==> src/rtl/simo_multipath_splitter.sv <==
// Single-input, two-output multipath source: a direct path plus a delayed,
// shift-attenuated echo drawn from a small history RAM that is zeroed on every config load.
module simo_multipath_splitter #(
   parameter int unsigned WIDTH     = 8,
   parameter int unsigned MAX_DELAY = 16,
   parameter int unsigned DLY_W     = 4
) (
   input  logic             clk,
   input  logic             rst_n,
   input  logic             cfg_load,
   input  logic [DLY_W-1:0] delay_cfg,
   input  logic [2:0]       atten_cfg,
   input  logic             in_valid,
   output logic             in_ready,
   input  logic [WIDTH-1:0] in_sample,
   output logic             out_valid,
   input  logic             out_ready,
   output logic [WIDTH-1:0] pathone,
   output logic [WIDTH-1:0] pathtwo,
   output logic             busy
);

   localparam logic [0:0] ST_FLUSH = 1'b0;
   localparam logic [0:0] ST_RUN   = 1'b1;
   localparam logic [DLY_W-1:0] CNT_LAST = DLY_W'(MAX_DELAY - 1);

   logic [0:0]       state_q, state_d;
   logic [DLY_W-1:0] flush_cnt_q, flush_cnt_d;
   logic [DLY_W-1:0] wr_ptr_q, wr_ptr_d;
   logic [DLY_W-1:0] delay_q, delay_d;
   logic [2:0]       atten_q, atten_d;
   logic             out_valid_q, out_valid_d;
   logic [WIDTH-1:0] pathone_q, pathone_d;
   logic [WIDTH-1:0] pathtwo_q, pathtwo_d;

   logic [WIDTH-1:0] hist_q [MAX_DELAY];
   logic             hist_we;
   logic [DLY_W-1:0] hist_waddr;
   logic [WIDTH-1:0] hist_wdata;

   logic                    in_ready_c;
   logic                    accept;
   logic [DLY_W-1:0]        rd_addr;
   logic signed [WIDTH-1:0] echo_s;

   // Next-state, history write port and output datapath
   always_comb begin
      state_d     = state_q;
      flush_cnt_d = flush_cnt_q;
      wr_ptr_d    = wr_ptr_q;
      delay_d     = delay_q;
      atten_d     = atten_q;
      out_valid_d = out_valid_q;
      pathone_d   = pathone_q;
      pathtwo_d   = pathtwo_q;
      hist_we     = 1'b0;
      hist_waddr  = wr_ptr_q;
      hist_wdata  = in_sample;

      in_ready_c = (state_q == ST_RUN) && !cfg_load && (!out_valid_q || out_ready);
      accept     = in_valid && in_ready_c;
      rd_addr    = wr_ptr_q - delay_q;
      echo_s     = (delay_q == '0) ? in_sample : hist_q[rd_addr];

      if (cfg_load) begin
         delay_d     = delay_cfg;
         atten_d     = atten_cfg;
         flush_cnt_d = '0;
         state_d     = ST_FLUSH;
      end else if (state_q == ST_FLUSH) begin
         hist_we     = 1'b1;
         hist_waddr  = flush_cnt_q;
         hist_wdata  = '0;
         flush_cnt_d = flush_cnt_q + DLY_W'(1);
         if (flush_cnt_q == CNT_LAST) begin
            state_d  = ST_RUN;
            wr_ptr_d = '0;
         end
      end else if (accept) begin
         hist_we  = 1'b1;
         wr_ptr_d = wr_ptr_q + DLY_W'(1);
      end

      // A pending output survives cfg_load; only a consume or a new accept changes it
      if (accept) begin
         out_valid_d = 1'b1;
         pathone_d   = in_sample;
         pathtwo_d   = echo_s >>> atten_q;
      end else if (out_valid_q && out_ready) begin
         out_valid_d = 1'b0;
      end
   end

   always_ff @(posedge clk or negedge rst_n) begin
      if (!rst_n) begin
         state_q     <= ST_FLUSH;
         flush_cnt_q <= '0;
         wr_ptr_q    <= '0;
         delay_q     <= '0;
         atten_q     <= '0;
         out_valid_q <= 1'b0;
         pathone_q   <= '0;
         pathtwo_q   <= '0;
      end else begin
         state_q     <= state_d;
         flush_cnt_q <= flush_cnt_d;
         wr_ptr_q    <= wr_ptr_d;
         delay_q     <= delay_d;
         atten_q     <= atten_d;
         out_valid_q <= out_valid_d;
         pathone_q   <= pathone_d;
         pathtwo_q   <= pathtwo_d;
      end
   end

   // History RAM has no reset; the flush sequence clears it
   always_ff @(posedge clk) begin
      if (hist_we) begin
         hist_q[hist_waddr] <= hist_wdata;
      end
   end

   assign in_ready  = in_ready_c;
   assign out_valid = out_valid_q;
   assign pathone   = pathone_q;
   assign pathtwo   = pathtwo_q;
   assign busy      = (state_q == ST_FLUSH);

endmodule
==> config.mk <==
export PLATFORM = sky130hd
export DESIGN_NAME = simo_multipath_splitter
export DESIGN_NICKNAME = d
export VERILOG_FILES = /design/src/rtl/simo_multipath_splitter.sv
export SDC_FILE = /design/constraint.sdc
export NUM_CORES = 1
export LEC_CHECK = 0
export ABC_AREA = 1
export CORE_MARGIN = 4
export CORE_UTILIZATION = 32
export CTS_CLUSTER_DIAMETER = 60
export DETAILED_ROUTE_END_ITERATION = 6
export PLACE_DENSITY_LB_ADDON = 0.1
export SETUP_SLACK_MARGIN = 0.4
export SLEW_MARGIN = 20
export SYNTH_ARGS = -nofsm -noshare
export SYNTH_HDL_FRONTEND = slang
export SYNTH_SLANG_ARGS = --single-unit
==> constraint.sdc <==
create_clock -name clk -period 5.35 [get_ports clk]
set_input_delay 1.07 -clock clk [delete_from_list [all_inputs] [get_ports clk]]
set_output_delay 1.07 -clock clk [all_outputs]
set_load 0.05 [all_outputs]
==> flow_summary.ini <==
[routing]
ant_nets = 0
first_pass_iters = 7
post_drt_wl_per_cell_um = 17.3
drtIter0Drc = 437
via_count = 5235
viasPerCell = 4.77
route.detailed.drc = 0
wirelength_mm = 19.0

[logic_synthesis]
synth-seq-cells = 161
ys_seq_area_share_pct = 63.3
synth_nets = 787
synth_cell_type_count = 33
syn_avg_cell_area_sq_um = 9.69
syn_inst = 761
netlist_area_sq_um = 7370
yosysWarnings = 0

[finish]
nFillCells = 2227
antennaDiodeCount = 0
drive_above_1_share_pct = 8.74
nets = 825
areaGrowthSynthToFinish_pct = 17.5

[die]
coreArea_sq_um = 22600
die_w_um = 160
die_area_sq_um = 25500
initial_utilization_pct = 32.6
rows = 55
io_pins = 39
die_height_um = 160

[job]
cap_violations = 0

[grt]
grt_usage_pct = 15.4
grt_max_degree = 67
grt_pass1_wl_mm = 30.4
grt_pass1_vias = 5466
grt_overflow = 0
antenna_found_initial = 0

[sta]
tns_ps = 0
fmax_mhz = 252
maxSlewHeadroom_pct = 33.9
final-setup-viol-count = 0
slew_violations = 0
rsz0062_at_grt = false
post-route-period-util_pct = 74.3
worstMarginPinSlew_ps = 991
finClkSkew_ps = 7.85
final-hold-violation-count = 0
hold_ws_ps = 488
final.min_clock_period_ps = 3970

[cts]
postCtsHoldBufs = 0
cts_root_buf = clkbuf_16
clk-insertion-delay-late_ps = 420
cts_setup_buffers = 0
path_clk_slew_ps = 60
clock-sinks = 161
postCtsResizedCells = 0
cts-buffers-inserted = 17
cts_tree = done
htreeDepth = 4
clockBufferDepth = 2

[placement]
gp_congestion = 0.811
io_buffers = 38
place_hpwl_mm = 13.0

[critical_path]
worstSetupStartpointType = primary input
slowest_delay_ps = 830
path_class = primary input to output port
crit_required_ps = 4280
worstPathCellList = clkdlybuf4s50_1 > nor2_1 > inv_1 > a21oi_2 > clkdlybuf4s50_1
startpoint = cfg_load
crit_family = buffers and inverters
r2r-start = wr_ptr_q[0]
regToRegEndpoint = pathtwo[5]
worst-path-buf-inv = 3
slowest_stage = clkdlybuf4s50_1
worstSetupEndpointType = output port
reg2reg_depth = 15
r2r_setup_slack_ps = 1940
critPathMaxFanout = 11
cp_data_arrival_time_ps = 2900
cp_common_cell = clkdlybuf4s50_1

[hold_path]
holdPathEnd = pathone[7]
hp-class = flip-flop to flip-flop
worstHoldStart = pathone[7]
hold_path_depth = 2

[pwr]
leakagePower_nw = 3.66
power.density_nw_per_um2 = 391
ir_worst_vdd_mv = 0.200

[outcome]
outcome = finished, final reports clean
[cell families after synthesis]
logic type / share of synthesized area, %
AOI/OAI and AO/OA: 4.02
xor gates and xnor gates: 0.441
adders and majority gates: 1.12
buffers and inverters: 7.01
DFF: 63.3
and+or+nand+nor: 24.1
[synthesized netlist by cell type (all sizes together)]
library cell,count,share of area (%)
nand4,1,0.085
a21oi,9,0.66
edfxtp,128,52
o21ai,37,2.6
xor2,1,0.22
o211ai,2,0.20
xnor2,1,0.22
dfrtp,33,11
ha,5,0.85
nor3,2,0.14
or2,6,0.51
inv,94,4.8
clkbuf,8,0.41
fa,1,0.27
nand2,231,12
nor3b,1,0.10
buf,23,1.8
nand3,113,8.3
o22ai,2,0.17
a21boi,3,0.31
and3,1,0.085
o32ai,1,0.12
nor2,58,3.0
[state kept, by name, summed over array words and instances (netlist names)]
signal	count
atten_q	3
delay_q	4
flush_cnt_q	4
hist_q	128
out_valid	1
pathone	8
pathtwo	8
state_q	1
wr_ptr_q	4
[per-layer routing]
layer,GRT usage [%],up-vias,part of all wire [%]
met5,0,-,0
met4,4.26,0,1.1
met3,2.99,15,3.5
met2,25.6,109,48
met1,20.8,2541,47
li1,-,2570,-
[layout by cell type, fill, tap and decap left out, types with 2 or more instances in the layout]
cell type        instances
o22ai_1                  2
clkinvlp_4               4
nand2_1                226
buf_4                   12
o21ai_0                 31
nor3_1                   2
o211ai_1                 2
clkbuf_16               17
nor2_2                   3
ha_1                     4
clkdlybuf4s50_1         38
dfrtp_1                 33
or2_2                    4
nand3_1                104
a21boi_1                 3
bufinv_16                4
o21ai_1                  5
a21oi_1                  8
inv_2                    3
edfxtp_1               128
nor2_1                  55
clkinv_4                 3
nand3_2                  9
inv_1                   91
clkinv_2                 2
nand2_2                  5
[stage by stage]
step | cell area [sq um] | utilization (%) | setup slack (ps) | cells | power (mW)
after global placement | 8050 | 35.5 | 1330 | 1065 | 2.15
after CTS | 8670 | 38.3 | 1370 | 1097 | 3.42
after detailed placement | 8050 | 35.5 | 1380 | 1065 | 2.16
after floorplan | 7370 | - | 2360 | 761 | 1.93
after global routing | 8670 | 38.3 | 1260 | 1097 | 3.57
final | 8670 | 38.3 | 1380 | 1097 | 3.38
[area by class of cell]
cell class / count / area, sq um / share of cell area (%)
timing repair buffer: 50 / 470 / 5.43
clock inverter: 14 / 190 / 2.19
sequential: 161 / 4670 / 53.9
inverter: 94 / 353 / 4.07
clock buffer: 18 / 429 / 4.95
tap: 285 / 357 / 4.11
multi-input combinational: 475 / 2200 / 25.4
[worst reg2reg max path, cell delays in order, from the launching register on]
cell     delay (ps)
dfrtp_1         420
inv_1           120
ha_2            190
inv_1            60
fa_1            470
buf_4           400
inv_2           400
nand3_1         210
nand3_1         130
nand3_1         190
nand3_1         160
nand3_1         160
nand2_2          80
o21ai_2         140
nand2_1          90
a21oi_1         130
[where the power goes]
group,internal (mW),total (mW),switching [mW]
clock,0.779,1.26,0.483
combinational,0.206,0.704,0.498
sequential,1.40,1.42,0.0221
total,2.38,3.38,1.00
[worst max path at each step]
stage               endpoint  slack, ps  cells past startpoint
6_report            in_ready       1380                      5
4_1_cts             in_ready       1370                      5
3_3_place_gp        in_ready       1330                      5
2_1_floorplan  hist_q[10][0]       2360                      7
3_5_place_dp        in_ready       1380                      5
5_1_grt             in_ready       1260                      5
(Power assumes the default switching activity.)
